**src/rtl/uart_rx_if.sv**
```systemverilog
// rtl/uart_rx_if.sv - serial input, tick enable and byte handshake bundle for uart_rx
interface uart_rx_if;
    logic       tick;
    logic       rx;
    logic [7:0] data;
    logic       valid;
    logic       ready;
    logic       bussy;
    logic       frame_err;
    logic       overrun;

    modport slave (
        input  tick, rx, ready,
        output data, valid, bussy, frame_err, overrun
    );

    modport master (
        output tick, rx, ready,
        input  data, valid, bussy, frame_err, overrun
    );
endinterface

```
**src/rtl/uart_rx.sv**
```systemverilog
// rtl/uart_rx.sv - oversampling UART receiver, 8 data bits LSB first, 1 stop bit
// UART_RX_PARITY_EN adds one even-parity bit after bit 7.
module uart_rx #(
    parameter int OVS = 16
) (
    input  logic     clk,
    input  logic     reset,
    uart_rx_if.slave bus
);
    localparam int CW = $clog2(OVS);
    localparam logic [CW-1:0] C_S0   = CW'(OVS / 2 - 2);
    localparam logic [CW-1:0] C_S1   = CW'(OVS / 2 - 1);
    localparam logic [CW-1:0] C_DEC  = CW'(OVS / 2);
    localparam logic [CW-1:0] C_LAST = CW'(OVS - 1);

`ifdef UART_RX_PARITY_EN
    typedef enum logic [2:0] {IDLE, START, DATA, PARITY, STOP, BRK_WAIT} state_t;
`else
    typedef enum logic [2:0] {IDLE, START, DATA, STOP, BRK_WAIT} state_t;
`endif

    state_t        r_state, w_state_nx;
    logic          r_rx_meta, r_rx_s;
    logic [CW-1:0] r_cnt, w_cnt_nx, w_cnt_inc;
    logic [2:0]    r_bit, w_bit_nx;
    logic [7:0]    r_shift, w_shift_nx;
    logic          r_s0, r_s1, w_s0_nx, w_s1_nx;
    logic          w_maj, w_dec, w_last;
    logic          w_good, w_ferr, w_par_bad;
    logic [7:0]    r_data;
    logic          r_valid, r_overrun, r_frame_err;

`ifdef UART_RX_PARITY_EN
    logic r_par_bad, w_par_bad_nx;
    assign w_par_bad = r_par_bad;
`else
    assign w_par_bad = 1'b0;
`endif

    assign bus.data      = r_data;
    assign bus.valid     = r_valid;
    assign bus.overrun   = r_overrun;
    assign bus.frame_err = r_frame_err;
    assign bus.bussy     = (r_state != IDLE);

    always_ff @(posedge clk) begin
        if (!reset) begin
            r_rx_meta <= 1'b1;
            r_rx_s    <= 1'b1;
        end else begin
            r_rx_meta <= bus.rx;
            r_rx_s    <= r_rx_meta;
        end
    end

    always_ff @(posedge clk) begin
        if (!reset) begin
            r_state <= IDLE;
            r_cnt   <= '0;
            r_bit   <= '0;
            r_shift <= '0;
            r_s0    <= 1'b1;
            r_s1    <= 1'b1;
`ifdef UART_RX_PARITY_EN
            r_par_bad <= 1'b0;
`endif
        end else begin
            r_state <= w_state_nx;
            r_cnt   <= w_cnt_nx;
            r_bit   <= w_bit_nx;
            r_shift <= w_shift_nx;
            r_s0    <= w_s0_nx;
            r_s1    <= w_s1_nx;
`ifdef UART_RX_PARITY_EN
            r_par_bad <= w_par_bad_nx;
`endif
        end
    end

    // The decision tick supplies the third vote live from r_rx_s.
    always_comb begin
        w_state_nx = r_state;
        w_cnt_nx   = r_cnt;
        w_bit_nx   = r_bit;
        w_shift_nx = r_shift;
        w_s0_nx    = r_s0;
        w_s1_nx    = r_s1;
        w_good     = 1'b0;
        w_ferr     = 1'b0;
`ifdef UART_RX_PARITY_EN
        w_par_bad_nx = r_par_bad;
`endif
        w_dec     = bus.tick && (r_cnt == C_DEC);
        w_last    = bus.tick && (r_cnt == C_LAST);
        w_maj     = (r_s0 & r_s1) | (r_s0 & r_rx_s) | (r_s1 & r_rx_s);
        w_cnt_inc = w_last ? '0 : r_cnt + 1'b1;
        if (bus.tick && r_cnt == C_S0) w_s0_nx = r_rx_s;
        if (bus.tick && r_cnt == C_S1) w_s1_nx = r_rx_s;
        if (bus.tick) begin
            case (r_state)
                IDLE: begin
                    // The detecting tick is count 0, so START resumes at 1.
                    if (!r_rx_s) begin
                        w_state_nx = START;
                        w_cnt_nx   = CW'(1);
                    end
                end
                START: begin
                    w_cnt_nx = w_cnt_inc;
                    if (w_dec && w_maj) begin
                        w_state_nx = IDLE;
                        w_cnt_nx   = '0;
                    end else if (w_last) begin
                        w_state_nx = DATA;
                        w_bit_nx   = '0;
                    end
                end
                DATA: begin
                    w_cnt_nx = w_cnt_inc;
                    if (w_dec) w_shift_nx = {w_maj, r_shift[7:1]};
                    if (w_last) begin
                        w_bit_nx = r_bit + 1'b1;
`ifdef UART_RX_PARITY_EN
                        if (r_bit == 3'd7) w_state_nx = PARITY;
`else
                        if (r_bit == 3'd7) w_state_nx = STOP;
`endif
                    end
                end
`ifdef UART_RX_PARITY_EN
                PARITY: begin
                    w_cnt_nx = w_cnt_inc;
                    if (w_dec) w_par_bad_nx = w_maj ^ (^r_shift);
                    if (w_last) w_state_nx = STOP;
                end
`endif
                STOP: begin
                    w_cnt_nx = w_cnt_inc;
                    if (w_dec) begin
                        w_cnt_nx = '0;
                        if (w_maj) begin
                            w_state_nx = IDLE;
                            w_good     = !w_par_bad;
                            w_ferr     = w_par_bad;
                        end else begin
                            w_state_nx = BRK_WAIT;
                            w_ferr     = 1'b1;
                        end
                    end
                end
                BRK_WAIT: begin
                    if (r_rx_s) w_state_nx = IDLE;
                end
                default: begin
                    w_state_nx = IDLE;
                    w_cnt_nx   = '0;
                end
            endcase
        end
    end

    always_ff @(posedge clk) begin
        if (!reset) begin
            r_data      <= 8'h00;
            r_valid     <= 1'b0;
            r_overrun   <= 1'b0;
            r_frame_err <= 1'b0;
        end else begin
            r_frame_err <= w_ferr;
            if (r_valid && bus.ready) begin
                r_valid   <= 1'b0;
                r_overrun <= 1'b0;
            end
            if (w_good) begin
                if (!r_valid || bus.ready) begin
                    r_data  <= r_shift;
                    r_valid <= 1'b1;
                end else begin
                    r_overrun <= 1'b1;
                end
            end
        end
    end
endmodule
```
**src/flat_wrapper.sv**
```systemverilog
// flat-port wrapper written by rule: the top's interface ports become plain ports
module uart_rx_flat 
#(
    parameter int OVS = 16
)
  (clk, reset, bus_tick, bus_rx, bus_ready, bus_data, bus_valid, bus_bussy, bus_frame_err, bus_overrun);
  uart_rx_if bus_i ();
  input  logic clk;
  input  logic reset;
  input wire logic [$bits(bus_i.tick)-1:0] bus_tick;
  input wire logic [$bits(bus_i.rx)-1:0] bus_rx;
  input wire logic [$bits(bus_i.ready)-1:0] bus_ready;
  output wire logic [$bits(bus_i.data)-1:0] bus_data;
  output wire logic [$bits(bus_i.valid)-1:0] bus_valid;
  output wire logic [$bits(bus_i.bussy)-1:0] bus_bussy;
  output wire logic [$bits(bus_i.frame_err)-1:0] bus_frame_err;
  output wire logic [$bits(bus_i.overrun)-1:0] bus_overrun;
  assign bus_i.tick = bus_tick;
  assign bus_i.rx = bus_rx;
  assign bus_i.ready = bus_ready;
  assign bus_data = bus_i.data;
  assign bus_valid = bus_i.valid;
  assign bus_bussy = bus_i.bussy;
  assign bus_frame_err = bus_i.frame_err;
  assign bus_overrun = bus_i.overrun;
  uart_rx #(.OVS(OVS)) u_core (.clk(clk), .reset(reset), .bus(bus_i));
endmodule
```
**config.mk**
```make
export PLATFORM = sky130hd
export DESIGN_NAME = uart_rx_flat
export DESIGN_NICKNAME = d
export VERILOG_FILES = /design/src/rtl/uart_rx_if.sv /design/src/rtl/uart_rx.sv /design/src/flat_wrapper.sv
export SDC_FILE = /design/constraint.sdc
export NUM_CORES = 1
export LEC_CHECK = 0
export ABC_CLOCK_PERIOD_IN_PS = 2200
export BUFFER_PORTS_ARGS = -buffer_cell sky130_fd_sc_hd__buf_2
export CORE_MARGIN = 3
export CORE_UTILIZATION = 50
export DETAILED_ROUTE_END_ITERATION = 6
export PLACE_DENSITY = 0.69
export SYNTH_ARGS = -nofsm -noshare
export SYNTH_HDL_FRONTEND = slang
export SYNTH_SLANG_ARGS = --single-unit
```
**constraint.sdc**
```tcl
create_clock -name clk -period 2.2 [get_ports clk]
set_input_delay 0.44 -clock clk [delete_from_list [all_inputs] [get_ports clk]]
set_output_delay 0.44 -clock clk [all_outputs]
set_load 0.01 [all_outputs]
```
==> results of run 1 <==
[state kept, by name, summed over array words and instances (netlist names)]
name and cells:
u_core.bus.data 8, u_core.bus.frame_err 1, u_core.bus.overrun 1, u_core.bus.valid 1
u_core.r_bit 3, u_core.r_cnt 4, u_core.r_rx_meta 1, u_core.r_rx_s 1
u_core.r_s0 1, u_core.r_s1 1, u_core.r_shift 8, u_core.r_state 3
[what timing repair did]
item	CTS	global route
hold buffers	0	0
resized for setup	0	1
setup endpoints to repair	0	1
[final cells by class]
class	instances	area [sq um]	share of cell area
Sequential cell	33	661	0.383
Clock inverter	3	17.5	0.0102
Tap cell	42	52.6	0.0305
Timing Repair Buffer	20	110	0.0638
Clock buffer	5	37.5	0.0218
Multi-Input combinational cell	133	810	0.469
Inverter	10	37.5	0.0218
[routing by layer]
layer,part of all wire,global-route usage
met5,0,0
met4,0.020,0.118
met3,0.095,0.0450
met2,0.44,0.297
met1,0.45,0.237
[per-stage QoR]
step / cells / setup WS [ps]
after floorplan: 189 / 555
after global placement: 238 / 328
after detailed placement: 238 / 205
after CTS: 246 / 183
after global routing: 246 / 24.7
final: 246 / 220
[power breakdown]
| group | switching [mW] | leakage (nW) | internal (mW) |
|---|---|---|---|
| logic | 0.0385 | 0.343 | 0.0227 |
| registers | 0.00830 | 0.266 | 0.602 |
| clock network | 0.218 | 0.0310 | 0.120 |
[how the worst max path moves through the flow]
stage,slack (ps),from,endpoint
5_1_grt,20,u_core.r_cnt[0],u_core.r_state[1]
3_3_place_gp,330,bus_tick,u_core.r_bit[0]
2_1_floorplan,560,u_core.r_cnt[0],u_core.r_cnt[0]
4_1_cts,180,u_core.r_cnt[0],u_core.r_state[1]
6_report,220,u_core.r_cnt[0],u_core.r_cnt[0]
3_5_place_dp,210,u_core.r_cnt[0],u_core.r_state[1]
[logic make-up (layout without fill, tap and decap cells)]
kind of cell,Yosys count,after routing
AO/OA/AOI/OAI,49,49
XOR/XNOR,1,1
adder cells (fa/ha/maj),6,6
AND/OR/NAND/NOR,77,77
buffers and inverters,23,38
flip-flops,33,33
[critical path, stage by stage (launching register included)]
cell and delay (ps):
dfxtp_1 440, inv_1 100, ha_1 210, and4b_1 370, o221ai_4 280, nand4_2 180
o32ai_1 290
[cells in the final DEF, fill, tap and decap left out, drive strengths merged, types with 2 or more instances in the layout]
cell type / synthesis / final
a211oi: 2 / 2
a21oi: 13 / 13
a311oi: 3 / 3
a31oi: 5 / 5
a32oi: 2 / 2
and3b: 2 / 2
buf: 9 / 20
clkbuf: 4 / 5
clkinv: 0 / 2
dfxtp: 33 / 33
ha: 5 / 5
inv: 10 / 10
nand2: 25 / 25
nand2b: 7 / 7
nand3: 23 / 23
nand4: 4 / 4
nor2: 7 / 7
nor3: 2 / 2
o21ai: 14 / 14
o22ai: 3 / 3
==> impl_metrics.toml, run 1 <==
[route]
firstDrtPassIters = 4
dr_total_vias = 1415
drt_iter0_drc = 114
wire_per_inst_microns = 13.9
via_per_inst = 5.75
ant_nets = 0
drt-total-wl_microns = 3420
route.detailed.drc = 0

[sta]
maxSlewHeadroom = 0.657
period_share = 0.900
rsz0062_at_grt = "false"
fin_skew_ps = 14.0
finalSetupViolCount = 0
fin_tns_setup_ps = 0
period_needed_ps = 1980
finalHoldViolations = 0
fmax_ghz = 0.505
worst_slew_pin_slew_ps = 514
timing.hold.ws_ps = 270
finalMaxSlewViolations = 0

[floorplanning]
pin_count = 17
die_h_microns = 62.3
core.rowCount = 19
die_x_microns = 62.3
core_area_sq_um = 2880
initial_core_util = 0.550
dieArea_sq_um = 3880

[grt]
globalRouteTotalUtil = 0.190
grt_pass1_vias = 1345
antenna_found_initial = 0
grt_max_degree = 27
grt_overflow = 0
grt_pass1_wl_microns = 5980

[hold_path]
whs_endpoint = "u_core.r_rx_meta"
min_path_cells = 2
min_from = "bus_rx"
hold_class = "input pin to flop"

[setup_path]
required_ps = 2460
r2r_setup_slack_ps = 220
timing.rr.end = "u_core.r_cnt[0]"
critPathCaptureType = "flop"
reg2reg_depth = 6
worstReg2RegStart = "u_core.r_cnt[0]"
crit_path_start_kind = "flop"
crit_arrival_ps = 2240
cp_max_fo = 14
path_class = "flop to flop"

[synthesis]
synth_common_cells = "33 x dfxtp_1, 25 x nand2_1, 23 x nand3_1"
ys_types = 39
synth_warnings = 0
synthCells = 189
ys_top_cells_by_area = "dfxtp_1 42%, nand3_1 7.3%, nand2_1 5.9%"
yosysMostFrequentCell = "dfxtp_1"
async_flop_share = 0
synth-edff-count = 0
yosys.area.top_type = "dfxtp_1"
yosysSeqAreaShare = 0.417
synth-simple-area-share = 0.250
synth_mux_area_frac = 0
syn_avg_cell_area_sq_um = 8.37
netlist.area_leader.share = 0.417
syn_nets = 199
yosys.area_share.adder = 0.0466
synth_top_family_by_area = "simple AND/OR/NAND/NOR gates"
synth_area_sq_um = 1580
synthXorXnorAreaFrac = 0.00553
synth_seq_cells = 33
synth_ff_type = "dfxtp_1"
synth_compound_area_frac = 0.209

[layout]
antennaDiodeCount = 0
n_fill_cell = 277
area_delta_synth_final_pct = 9.01
final_nets = 213
postLayoutCellArea_sq_um = 1730
drive_gt1_frac = 0.172
utilization = 0.600

[clock_network]
cts.root.buffer_cell = "clkbuf_4"
clock_latency_ps = 350
cts_buffer_depth = 2
cts_tree = "yes"
htreeDepth = 2
cts_made_buffers = 5
cts.reportedPaths.clkPinSlew_ps = 110
clkSinkCount = 33
postCtsSetupBuffers = 0

[pwr]
powerDensity_nw_per_um2 = 585
finalPower_mw = 1.01
peakVddDrop_v = 0.000407
p_leak_nw = 0.641

[place]
placed_area_sq_um = 1670
dp_hpwl_microns = 2370
io_buffer_count = 16
place_congestion = 0.856

[status]
status = "finished, final reports clean"

[flow_run]
drv_cap = 0
Power figures use the tool's default switching activity.
==> run 2: changes to the inputs <==
--- a/config.mk
+++ b/config.mk
@@ -5,6 +5,7 @@
 export SDC_FILE = /design/constraint.sdc
 export NUM_CORES = 1
 export LEC_CHECK = 0
+export ABC_AREA = 1
 export ABC_CLOCK_PERIOD_IN_PS = 2200
 export BUFFER_PORTS_ARGS = -buffer_cell sky130_fd_sc_hd__buf_2
 export CORE_MARGIN = 3
==> run 2 against run 1 <==
- total power rose by 11%
- critical endpoint is now bus_bussy
- clock-buffer cell count rose by 2
- first-iteration DRC count fell by 47%
- non-clock buffer count fell by 3
- hold slack improved by 20 ps
- cell area fell by 6.5%
- combinational power fell by 26%
==> impl_metrics.toml, run 2 <==
[setup_path]
reg2reg_depth = 8
r2r_setup_slack_ps = 600
worstReg2RegStart = "u_core.r_cnt[1]"
required_ps = 1760
critPathCaptureType = "output port"
crit_path_start_kind = "flop"
cp_max_fo = 7
timing.rr.end = "u_core.r_state[1]"
crit_arrival_ps = 1210
path_class = "flop to output port"

[floorplanning]
initial_core_util = 0.549
core_area_sq_um = 2590
dieArea_sq_um = 3520
die_h_microns = 59.3
core.rowCount = 18
die_x_microns = 59.3
pin_count = 17

[clock_network]
htreeDepth = 2
cts.reportedPaths.clkPinSlew_ps = 100
cts_made_buffers = 5
clock_latency_ps = 330
cts_buffer_depth = 2
hold_buffers = 0
cts_resized = 0
postCtsSetupBuffers = 0
cts.root.buffer_cell = "clkbuf_4"
cts_tree = "yes"
clkSinkCount = 33

[synthesis]
syn_nets = 203
synthCells = 193
yosys.area.top_type = "dfxtp_1"
yosys.area_share.adder = 0.0440
synth_compound_area_frac = 0.142
synth_ff_type = "dfxtp_1"
ys_types = 19
yosysMostFrequentCell = "nand2_1"
synth_area_sq_um = 1420
synth_top_family_by_area = "simple AND/OR/NAND/NOR gates"
netlist.area_leader.share = 0.465
synth-simple-area-share = 0.297
async_flop_share = 0
yosysSeqAreaShare = 0.465
synth-edff-count = 0
synth_seq_cells = 33
synth_mux_area_frac = 0
synth_warnings = 0
ys_top_cells_by_area = "dfxtp_1 46%, nand2_1 11%, a21oi_1 8.5%"
synth_common_cells = "40 x nand2_1, 33 x dfxtp_1, 26 x nor2_1"
synthXorXnorAreaFrac = 0
syn_avg_cell_area_sq_um = 7.36

[layout]
stdcell_count = 244
antennaDiodeCount = 0
final_nets = 223
final_cell_mix = "40 x nand2_1, 33 x dfxtp_1, 26 x nor2_1, 24 x a21oi_1, 21 x nand3_1"
layout_commonest_cell = "nand2_1"
drive_gt1_frac = 0.140
n_fill_cell = 238
area_delta_synth_final_pct = 13.5
postLayoutCellArea_sq_um = 1610

[pwr]
peakVddDrop_v = 0.000579
p_leak_nw = 0.709
powerDensity_nw_per_um2 = 692
net-switching-power_mw = 0.230
clkPwrFrac = 0.418
comb_power_share = 0.040
p_int_mw = 0.886
pwr-share-seq = 0.542
power.share.switching = 0.206

[place]
placed_area_sq_um = 1530
dp_hpwl_microns = 2190
place_congestion = 0.880
dp_cells = 236
io_buffer_count = 16

[hold_path]
whs_endpoint = "u_core.r_rx_meta"
hold_class = "input pin to flop"
min_path_cells = 2
min_from = "bus_rx"

[route]
drt-total-wl_microns = 2990
ant_nets = 0
wire_per_inst_microns = 12.3
firstDrtPassIters = 4
dr_total_vias = 1300
drt_iter0_drc = 60
via_per_inst = 5.33
route.detailed.drc = 0

[status]
status = "finished, final reports clean"

[grt]
grt_max_degree = 24
grt_pass1_vias = 1219
grt_pass1_wl_microns = 5230
antenna_found_initial = 0
grt_overflow = 0
globalRouteTotalUtil = 0.199

[sta]
maxSlewHeadroom = 0.539
rsz0062_at_grt = "false"
worst_slew_pin_slew_ps = 691
finalMaxSlewViolations = 0
period_needed_ps = 1650
fmax_ghz = 0.606
finalSetupViolCount = 0
finalHoldViolations = 0
fin_skew_ps = 7.58
fin_tns_setup_ps = 0
period_share = 0.750

[flow_run]
drv_cap = 0
-- run 2: kinds of logic (layout without fill, tap and decap cells) --
group	count (synthesis)	count (layout)
AOI/OAI and AO/OA	39	39
buffers and inverters	19	40
adders and majority gates	5	5
and+or+nand+nor	97	97
DFF	33	33
-- run 2: routing by layer --
| layer | wire length [microns] | vias to the layer above | GRT usage |
|---|---|---|---|
| met2 | 1520 | 30 | 0.343 |
| met5 | 0 | - | 0 |
| met3 | 169 | 6 | 0.0588 |
| met4 | 49 | 0 | 0.0777 |
| li1 | - | 676 | - |
| met1 | 1250 | 588 | 0.228 |
-- run 2: metrics by stage --
step	power (mW)	hold WS (ps)	utilization	worst slack, ps
final	1.12	290	0.623	551
after CTS	1.13	276	0.623	554
after detailed placement	0.663	421	0.590	581
after floorplan	0.650	393	-	843
after global routing	1.16	276	0.623	379
after global placement	0.662	395	0.590	645
-- run 2: worst max-delay path by stage --
| stage | depth (start not counted) | start | to |
|---|---|---|---|
| floorplan | 8 | u_core.r_cnt[1] | u_core.r_state[2] |
| global placement | 8 | bus_tick | u_core.bus.data[4] |
| detailed placement | 8 | bus_tick | u_core.r_state[1] |
| CTS | 3 | u_core.r_state[2] | bus_bussy |
| global route | 8 | u_core.r_cnt[1] | u_core.r_state[2] |
| finish | 3 | u_core.r_state[2] | bus_bussy |
-- run 2: layout make-up --
| cell class | count | area [sq um] | area share |
|---|---|---|---|
| Clock buffer | 7 | 55.1 | 0.0341 |
| Clock inverter | 1 | 30.0 | 0.0186 |
| Inverter | 15 | 56.3 | 0.0349 |
| Multi-Input combinational cell | 141 | 686 | 0.425 |
| Sequential cell | 33 | 661 | 0.410 |
| Tap cell | 30 | 37.5 | 0.0233 |
| Timing Repair Buffer | 17 | 87.6 | 0.0543 |
-- run 2: power groups by stage --
stage               clock network [mW]  registers, mW  logic (mW)
finish                           0.466          0.605      0.0450
detailed placement                   0          0.618      0.0448
floorplan                            0          0.618      0.0321
global placement                     0          0.618      0.0442
global route                     0.507          0.606      0.0513
CTS                              0.479          0.605      0.0450
-- run 2: critical path, cell delays in order (launching register included) --
cell	delay, ps
dfxtp_1	380
nor2_1	280
nand2_1	70
buf_2	140
